===== src/rtl/if_fetch_ctrl.sv =====
// Instruction-fetch controller: owns the PC, drives the instruction memory address and fills the IF/ID register.
// Optional performance counters (fetch_cnt, stall_cnt) are built when IF_PERF_CNT_EN is defined.
module if_fetch_ctrl #(
  parameter int              ADDR_W    = 32,
  parameter logic [ADDR_W-1:0] RESET_PC  = '0,
  parameter logic [ADDR_W-1:0] PC_STEP   = ADDR_W'(4),
  parameter logic [ADDR_W-1:0] LAST_ADDR = ADDR_W'(48)
) (
  input  logic              clk,
  input  logic              rst,
  input  logic              start,
  output logic [ADDR_W-1:0] imem_addr,
  input  logic [31:0]       imem_instr,
  input  logic              id_ready,
  input  logic              br_taken,
  input  logic [ADDR_W-1:0] br_addr,
  output logic              if_valid,
  output logic [31:0]       if_instr,
  output logic [ADDR_W-1:0] if_pc,
  output logic              busy,
  output logic              done
`ifdef IF_PERF_CNT_EN
  ,
  output logic [31:0]       fetch_cnt,
  output logic [31:0]       stall_cnt
`endif
);

  typedef enum logic [1:0] {IDLE, RUN, DONE} state_e;

  state_e            state_q, state_d;
  logic [ADDR_W-1:0] pc_q, pc_d;
  logic [ADDR_W-1:0] if_pc_q, if_pc_d;
  logic [31:0]       if_instr_q, if_instr_d;
  logic              if_valid_q, if_valid_d;
  logic              busy_q, done_q;
  logic              accept;
  logic [ADDR_W-1:0] br_target;

  // Branch targets are word aligned; the low two address bits are dropped.
  assign br_target = br_addr & ~ADDR_W'(3);
  assign accept    = (state_q == RUN) && !br_taken && (!if_valid_q || id_ready);

  always_comb begin
    state_d    = state_q;
    pc_d       = pc_q;
    if_pc_d    = if_pc_q;
    if_instr_d = if_instr_q;
    if_valid_d = if_valid_q;
    if (state_q == IDLE) begin
      if_valid_d = 1'b0;
      if (start) state_d = RUN;
    end else if (br_taken) begin
      pc_d       = br_target;
      if_valid_d = 1'b0;
      if_instr_d = '0;
      state_d    = (br_target <= LAST_ADDR) ? RUN : DONE;
    end else if (state_q == RUN) begin
      if (accept) begin
        if_instr_d = imem_instr;
        if_pc_d    = pc_q + PC_STEP;
        if_valid_d = 1'b1;
        pc_d       = pc_q + PC_STEP;
        if (pc_q == LAST_ADDR) state_d = DONE;
      end
    end else begin
      if (id_ready) if_valid_d = 1'b0;
    end
  end

  always_ff @(posedge clk or posedge rst) begin
    if (rst) begin
      state_q    <= IDLE;
      pc_q       <= RESET_PC;
      if_pc_q    <= '0;
      if_instr_q <= '0;
      if_valid_q <= 1'b0;
      busy_q     <= 1'b0;
      done_q     <= 1'b0;
    end else begin
      state_q    <= state_d;
      pc_q       <= pc_d;
      if_pc_q    <= if_pc_d;
      if_instr_q <= if_instr_d;
      if_valid_q <= if_valid_d;
      busy_q     <= (state_d == RUN);
      done_q     <= (state_d == DONE);
    end
  end

  assign imem_addr = pc_q;
  assign if_valid  = if_valid_q;
  assign if_instr  = if_instr_q;
  assign if_pc     = if_pc_q;
  assign busy      = busy_q;
  assign done      = done_q;

`ifdef IF_PERF_CNT_EN
  logic [31:0] fetch_cnt_q, stall_cnt_q;
  logic        stall_evt;

  // Stall cycles: a valid word is sitting in IF/ID that decode refuses.
  assign stall_evt = (state_q == RUN) && if_valid_q && !id_ready;

  always_ff @(posedge clk or posedge rst) begin
    if (rst) begin
      fetch_cnt_q <= '0;
      stall_cnt_q <= '0;
    end else begin
      if (accept && (fetch_cnt_q != '1))    fetch_cnt_q <= fetch_cnt_q + 32'd1;
      if (stall_evt && (stall_cnt_q != '1)) stall_cnt_q <= stall_cnt_q + 32'd1;
    end
  end

  assign fetch_cnt = fetch_cnt_q;
  assign stall_cnt = stall_cnt_q;
`endif

endmodule

===== config.mk =====
export PLATFORM = sky130hd
export DESIGN_NAME = if_fetch_ctrl
export DESIGN_NICKNAME = d
export VERILOG_FILES = /design/src/rtl/if_fetch_ctrl.sv
export SDC_FILE = /design/constraint.sdc
export NUM_CORES = 1
export LEC_CHECK = 0
export ABC_AREA = 1
export CORE_ASPECT_RATIO = 0.9
export CORE_UTILIZATION = 46
export CTS_CLUSTER_SIZE = 25
export DETAILED_ROUTE_END_ITERATION = 10
export PLACE_DENSITY_LB_ADDON = 0.1
export SKIP_CTS_REPAIR_TIMING = 1
export SLEW_MARGIN = 20
export SYNTH_ARGS = -nofsm -noshare
export SYNTH_HDL_FRONTEND = slang
export SYNTH_SLANG_ARGS = --single-unit
export TNS_END_PERCENT = 100

===== constraint.sdc =====
create_clock -name clk -period 9.2 [get_ports clk]
set_clock_uncertainty 0.2 [all_clocks]
set_input_delay 2.76 -clock clk [delete_from_list [all_inputs] [get_ports clk]]
set_output_delay 2.76 -clock clk [all_outputs]
set_load 0.02 [all_outputs]

=== After elaboration in Yosys (flattened, before gate mapping) ===
Index checks and enable logic that the tools add are counted.

* Register bits: 101
* Input bits: 69

* $add $sub $neg: 1
* $lt $le $gt $ge: 1
* Eq/ne operators: 5
* Mux-type cells: 18
* Bitwise logic cells: 2
* Reduce and logical (&&, ||, !) cells: 12

{| class="wikitable"
|+ Operators by type and width
! operator !! number
|-
| two-way mux 32 bit || 6
|-
| adder 32 x 3 -> 32 bit, second input constant || 1
|-
| == test 32 x 6 -> 1 bit, second input constant || 1
|-
| <= comparator 32 x 6 -> 1 bit, second input constant || 1
|-
| two-way mux 2 bit || 7
|-
| two-way mux 1 bit || 5
|-
| == test 2 x 1 -> 1 bit, second input constant || 2
|-
| inequality test 4 bit, second input constant || 1
|-
| AND reduction 4 bit || 1
|-
| nonzero test 2 bit || 2
|-
| nonzero test 4 bit || 1
|-
| AND reduction 3 bit || 1
|-
| == test 2 bit, second input constant || 1
|-
| logical AND 1 bit || 2
|-
| logical NOT 1 bit || 2
|-
| logical NOT 2 bit || 1
|-
| NOT 1 bit || 2
|-
| AND reduction 2 bit || 1
|-
| logical OR 1 bit || 1
|}

=== Logic depth before layout (Yosys ltp) ===
Gate-level depths: netlist of run 1.

* Depth after elaboration: 8
* Gate-level depth with buffers: 13
* Gate-level depth less buffers: 13

=== Worst setup path before layout of run 1 ===
No wires, ideal clock.

* Path kind: in2reg
* Start point: input port br_taken
* End point: register pc_q[11], in the netlist imem_addr[11]
* Arrival time: 3.802 ns
* Required time: 8.881 ns
* Path slack: 5.079 ns
* Cell stages on the path: 9
* Path buffers: 3
* Cells stage by stage: buf_2 inv_2 nand3_2 inv_2 o21ai_4 inv_2 buf_4 buf_4 o21a_1

* Longest elaborated chain between the ends: 5
* Elaborated cells on any way between the ends: 7

{| class="wikitable"
|+ Ends and longest elaborated chain
! item !! RTL line !! text
|-
| start: declaration || 15 || <nowiki>input logic br_taken,</nowiki>
|-
| logical NOT 1 bit || 42 || <nowiki>assign accept = (state_q == RUN) && !br_taken && (!if_valid_q || id_ready);</nowiki>
|-
| logical AND 1 bit (2 in a row) || 42 ||
|-
| nonzero test 2 bit (no line) || - ||
|-
| AND reduction 3 bit (no line) || - ||
|-
| end signal: assignment || 82 || <nowiki>pc_q <= pc_d;</nowiki>
|-
| end: declaration || 32 || <nowiki>logic [ADDR_W-1:0] pc_q, pc_d;</nowiki>
|}

Parallel ways exist; a longest one is shown, timed or not.
A chain may end at the register's enable or synchronous reset.

=== Worst setup path after layout of run 1 ===
* Start point: input port br_taken
* End point: register pc_q[29], in the netlist imem_addr[29]

Same word-level chain as after synthesis.

==> results of run 1 <==
[stage by stage]
step	total power [mW]	utilization (%)	instance area, µm²	hold slack [ps]	setup slack [ps]
floorplan	1.57	-	5130	356	3710
global placement	2.13	62.7	6770	263	3720
detailed placement	2.17	62.7	6770	273	3620
CTS	2.59	65.6	7100	291	3990
global route	2.74	65.6	7100	310	3780
finish	2.57	65.6	7100	285	4010
[layout by cell type, fill, tap and decap left out, types with 4 or more instances in the layout]
cell type and n:
dfrtp_1 97, nor3_1 7, nor2_1 106, nand3_1 18, clkdlybuf4s50_1 161, a21oi_1 24, clkbuf_16 9, inv_2 6
o21ai_0 52, nor2_4 4, o211ai_1 4, nand3b_1 4, nand2_1 221, inv_1 34, xor2_1 8, a31oi_1 15
nand4_1 10, buf_4 5, conb_1 4, nand2_2 4, o21ai_1 5
[cell usage after synthesis (3+ instances only)]
| master | number |
|---|---|
| nand2_1 | 221 |
| nor2_1 | 106 |
| dfrtp_1 | 97 |
| o21ai_0 | 52 |
| inv_1 | 35 |
| a21oi_1 | 24 |
| nand3_1 | 18 |
| a31oi_1 | 15 |
| buf_2 | 13 |
| clkbuf_1 | 12 |
| nand4_1 | 10 |
| xor2_1 | 8 |
| buf_4 | 7 |
| nor3_1 | 7 |
| inv_2 | 6 |
| o21ai_1 | 5 |
| nand2_2 | 4 |
| nand3b_1 | 4 |
| nor2_4 | 4 |
| o211ai_1 | 4 |
| a22oi_1 | 3 |
| nand3_2 | 3 |
| nor2_2 | 3 |
| xnor2_1 | 3 |
[per-layer routing]
metal / routed length, µm / vias to the layer above / global-route usage, %
met3: 1090 / 25 / 6.88
met5: 0 / - / 0
met4: 339 / 0 / 11.1
met1: 6110 / 2331 / 32.9
li1: - / 2463 / -
met2: 6990 / 188 / 44.1
[how the worst max path moves through the flow]
stage,endpoint,slack (ps),cells after the start
3_5_place_dp,imem_addr[29]$_DFFE_PP0P_,3620,10
6_report,imem_addr[29]$_DFFE_PP0P_,4010,10
5_1_grt,imem_addr[29]$_DFFE_PP0P_,3780,10
2_1_floorplan,busy$_DFF_PP0_,3710,1
4_1_cts,imem_addr[29]$_DFFE_PP0P_,3990,10
3_3_place_gp,imem_addr[29]$_DFFE_PP0P_,3720,10
[power groups by stage]
stage	Clock [mW]	Sequential (mW)	Combinational, mW
finish	0.409	0.846	1.32
global route	0.432	0.875	1.44
CTS	0.414	0.846	1.32
detailed placement	0	0.848	1.32
global placement	0	0.838	1.30
floorplan	0	1.06	0.509
[area by class of cell]
type	instances	area share [%]
flip-flops and latches	97	34.2
multi-input cells	511	33.4
repair buffers	166	23.2
clock buffers	12	3.47
well taps	133	2.34
inverters	42	2.26
clock inverters	4	1.08
[worst max-delay path: stages]
cell	delay, ps
clkdlybuf4s50_1	450
buf_4	310
inv_2	70
nand3_2	340
inv_2	100
o21ai_4	150
buf_4	690
nor2_1	110
nand2_1	110
o21ai_0	80
[registers in the layout, indices dropped and copies added (netlist names)]
signal	cells
state_q	2
done	1
if_pc	30
busy	1
imem_addr	30
if_valid	1
if_instr	32
[cell families (layout without fill, tap and decap cells)]
logic type	Yosys count	in the layout	share of synthesized area, %
DFF	97	97	47.5
and+or+nand+nor	384	384	31.4
buffers and inverters	76	224	6.41
adders and majority gates	2	2	0.489
AOI/OAI and AO/OA	108	108	11.7
other	1	4	0.0733
xor gates and xnor gates	13	13	2.52
==> metrics.csv, run 1 <==
stage,metric,value,unit
run_status,status,"complete, no violations",
floorplan,core,0.0108,mm²
pwr,share_comb_of_total_power,51.2,%
final_layout,fin_cells,965,
pwr,clkPwrFrac,15.9,%
routing,vias,5007,
final_layout,final.fill_count,1009,
worst_hold_path,hold_class,reg2reg,
floorplan,dieWidth,113,µm
yosys,netlist.area_leader.share,47.5,%
final_layout,regArea,0.00243,mm²
yosys,synth_edf_count,0,
pwr,power.switching,1.12,mW
sta,fin_tns_setup,0,ps
worst_setup_path,critical_path_class,in2reg,
sta,tightest_slew,861,ps
pwr,power_density,362,mW/mm²
floorplan,fp.dieArea,0.0115,mm²
pwr,power_frac_seq,32.9,%
worst_setup_path,regToRegEndpoint,imem_addr[29]$_DFFE_PP0P_,
pwr,p_leak,3.17,nW
sta,max_freq,193,MHz
final_layout,multiInputGateArea,0.00237,mm²
placed_design,gp_congestion,0.888,
clocking,cts.htree.levels,3,
worst_setup_path,r2r_cells,9,
yosys,synthFlopType,dfrtp_1,
global_routing,grt_pass1_vias,4834,
yosys,synthArstFlopShare,100,%
final_layout,fin_nets,898,
placed_design,dpl.cell_count,949,
yosys,synthesis.area,0.00511,mm²
clocking,cts-root-buf,clkbuf_16,
worst_setup_path,rr_startpoint,state_q[0]$_DFF_PP0_,
routing,via_per_inst,5.19,
worst_setup_path,ff2ff_setup_slack,6750,ps
worst_setup_path,crit_path_end_kind,register,
yosys,ys_ff_latch,97,
flow_run,cap_violations,0,
final_layout,drive_gt1_share,5.53,%
routing,antenna_left,0,
final_layout,syn_to_final_growth,38.7,%
sta,relSlewSlack,42.6,%
yosys,yosysUniqueCellTypes,38,
clocking,clk-insertion-delay-late,350,ps
sta,fin_crit_sh,56.4,%
global_routing,overflow,0,
yosys,yosysSeqAreaShare,47.5,%
floorplan,ios,168,
floorplan,row_count,36,
global_routing,grt_use_total,26.4,%
sta,grt_setup_unrepaired,false,
floorplan,start_util,47.3,%
worst_setup_path,startpoint,br_taken,
worst_hold_path,holdPathEnd,if_pc[7]$_DFFE_PP0P_,
worst_setup_path,crit_arrival,5200,ps
clocking,path_clk_slew,70,ps
placed_design,place_hpwl,10200,µm
pwr,ir_drop,0.175,mV
sta,finalSetupViolations,0,
floorplan,fp.dieH,102,µm
routing,drtIter0Drc,259,
yosys,yosysTopAreaCell,dfrtp_1,
clocking,cts_tree,done,
routing,first_pass_iters,5,
clocking,numCtsBuffers,9,
yosys,avgSynthCellArea,7.51,µm²
routing,drc,0,
sta,final_max_slew_viol_count,0,
worst_hold_path,hp-start,if_pc[7]$_DFFE_PP0P_,
sta,min_period,5190,ps
global_routing,antenna_found_initial,0,
routing,wl_per_cell,15.1,µm
yosys,synth_warnings,0,
worst_setup_path,crit_fanout,95,
sta,finalHoldViolations,0,
worst_setup_path,crit_required,9210,ps
global_routing,grt_max_degree,96,
routing,routed_wl,14500,µm
global_routing,grt_pass1_wl,23500,µm
clocking,clock_path_buffers,2,
pwr,p_int,1.45,mW
pwr,switching_share,43.6,%
yosys,ys_top_cells_by_area,"dfrtp_1 47%, nand2_1 16%, nor2_1 7.8%, o21ai_0 5.1%, inv_1 2.6%",
final_layout,diodes,0,
worst_setup_path,startpoint_type,input pin,
placed_design,numPortBuffers,161,
worst_hold_path,min_path_cells,2,
clocking,cts_sinks,97,
yosys,postSynthCellCount,681,
Note: power is estimated with default switching activity, not from simulation.
==> inputs of run 2 (changes only) <==
==> constraint.sdc (replaced) <==
create_clock -name clk -period 5.41 [get_ports clk]
set_clock_uncertainty 0.2 [all_clocks]
set_input_delay 1.623 -clock clk [delete_from_list [all_inputs] [get_ports clk]]
set_output_delay 1.623 -clock clk [all_outputs]
set_load 0.02 [all_outputs]
==> metrics.csv, run 2 (synthesis gave the netlist of run 1 again) <==
stage,metric,value,unit,change
global_routing,grt_max_degree,79,,-18%
placed_design,gp_congestion,0.886,,-0.26%
final_layout,diodes,0,,unchanged
clocking,cts.htree.levels,3,,unchanged
worst_setup_path,critical_path_class,in2reg,,
floorplan,start_util,47.3,%,unchanged
placed_design,place_hpwl,10500,µm,+2.7%
worst_setup_path,crit_chain,clkdlybuf4s50_1 -> buf_4 -> inv_2 -> nand3_2 -> inv_2 -> o21ai_4 -> inv_2 -> o211ai_1 -> o21ai_0,,
sta,finalHoldViolations,0,,unchanged
final_layout,fin_nets,899,,+0.11%
routing,wl_per_cell,15.3,µm,+1.8%
worst_setup_path,cpPeakStageDelay,500,ps,-190 ps
worst_hold_path,hold_class,reg2reg,,
final_layout,syn_to_final_growth,38.2,%,
sta,final_max_slew_viol_count,0,,unchanged
sta,relSlewSlack,47.5,%,+4.9 points
global_routing,grt_pass1_wl,23700,µm,+0.56%
sta,tightest_slew,787,ps,-74.0 ps
routing,routed_wl,14800,µm,+1.9%
routing,vias,5100,,+1.9%
sta,fin_crit_sh,76.2,%,
clocking,cts_sinks,97,,unchanged
sta,finalSetupViolations,0,,unchanged
routing,first_pass_iters,5,,unchanged
worst_setup_path,crit_path_end_kind,register,,
placed_design,preCtsSetupSlack,890,ps,-2730 ps
sta,fin_tns_setup,0,ps,unchanged
floorplan,core,0.0108,mm²,unchanged
clocking,cts-root-buf,clkbuf_16,,
routing,antenna_left,0,,unchanged
pwr,ir_drop,0.295,mV,+68%
floorplan,ios,168,,unchanged
final_layout,drive_gt1_share,5.64,%,+0.11 points
sta,max_freq,242,MHz,
worst_setup_path,crit_required,5420,ps,-3790 ps
global_routing,grt_pass1_vias,4873,,+0.81%
global_routing,antenna_found_initial,0,,unchanged
flow_run,cap_violations,0,,unchanged
worst_setup_path,startpoint_type,input pin,,
routing,via_per_inst,5.28,,+1.8%
clocking,clock_path_buffers,2,,unchanged
floorplan,fp.dieH,102,µm,unchanged
clocking,path_clk_slew,60,ps,about the same
global_routing,grt_use_total,26.6,%,+0.15 points
floorplan,fp.dieArea,0.0115,mm²,unchanged
clocking,clk-insertion-delay-late,350,ps,about the same
floorplan,row_count,36,,unchanged
sta,setup_ws,1290,ps,-2720 ps
final_layout,largest_reg_flops,32,,unchanged
final_layout,final_common_cell,nand2_1,,
clocking,cts_tree,done,,
floorplan,dieWidth,113,µm,unchanged
clocking,numCtsBuffers,9,,unchanged
global_routing,overflow,0,,unchanged
worst_setup_path,cpMostUsedCell,inv_2,,
placed_design,numPortBuffers,161,,unchanged
worst_setup_path,crit_fanout,29,,-69%
worst_setup_path,crit_arrival,4130,ps,-1070 ps
worst_setup_path,crit_path_top_delay_cell,o21ai_4,,
routing,drc,0,,unchanged
sta,min_period,4120,ps,
routing,drtIter0Drc,308,,+19%
run_status,status,"complete, no violations",,
pwr,p_leak,3.17,nW,-0.19%
pwr,power_density,609,mW/mm²,+68%
sta,grt_setup_unrepaired,false,,
final_layout,final_cell_mix,"221 x nand2_1, 161 x clkdlybuf4s50_1, 106 x nor2_1",,
run 2: changes by cell type in the layout (fill, tap and decap cells not counted):
| cell | before | now |
|---|---|---|
| inv_6 | 0 | 1 |
| bufinv_16 | 2 | 0 |
| buf_12 | 0 | 1 |
| clkinv_2 | 0 | 2 |
| clkinvlp_4 | 1 | 0 |
run 2: routing by layer:
layer | vias to the layer above | part of all wire, % | global-route usage [%]
met2 | 199 | 47 | 44.8
met1 | 2400 | 42 | 31.9
li1 | 2470 | - | -
met3 | 31 | 8.2 | 8.60
met5 | - | 0 | 0
met4 | 0 | 2.8 | 10.4
run 2: worst max-delay path: cells and delay by family:
family,cells,cell delay (ps)
buffers and inverters,5,1340
AOI/OAI and AO/OA,3,820
and+or+nand+nor,1,340
run 2: power by group:
group	total, mW	internal (mW)	switching [mW]
clock network	0.609	0.326	0.283
logic	2.26	0.972	1.28
registers	1.44	1.08	0.353
run 2: through the flow:
step	cell area, µm²	utilization, %	total power, mW	instances	hold WS, ps
6_report	7070	65.4	4.30	966	279
5_1_grt	7070	65.4	4.59	966	295
4_1_cts	7070	65.4	4.32	966	283
3_5_place_dp	6790	62.8	3.70	950	266
3_3_place_gp	6790	62.8	3.64	950	263
2_1_floorplan	5130	-	2.67	684	356
run 2: final timing paths:
check | start | end | slack (ps) | depth (start not counted)
max | br_taken | imem_addr[8]$_DFFE_PP0P_ | 1290 | 9
min | if_instr[30]$_DFFE_PP0P_ | if_instr[30]$_DFFE_PP0P_ | 280 | 2
max reg2reg | state_q[0]$_DFF_PP0_ | imem_addr[8]$_DFFE_PP0P_ | 2890 | 8
min reg2reg | if_instr[30]$_DFFE_PP0P_ | if_instr[30]$_DFFE_PP0P_ | 280 | 2
max in group asynchronous | rst | if_instr[13]$_DFFE_PP0P_ | 2730 | 3
min in group asynchronous | rst | if_pc[2]$_DFFE_PP0P_ | 1470 | 2
run 2: final cells by class:
type,instances,area [µm²]
fillers,996,3740
flip-flops and latches,97,2430
multi-input cells,511,2370
repair buffers,167,1670
clock buffers,12,246
well taps,133,166
inverters,42,160
clock inverters,4,27.5
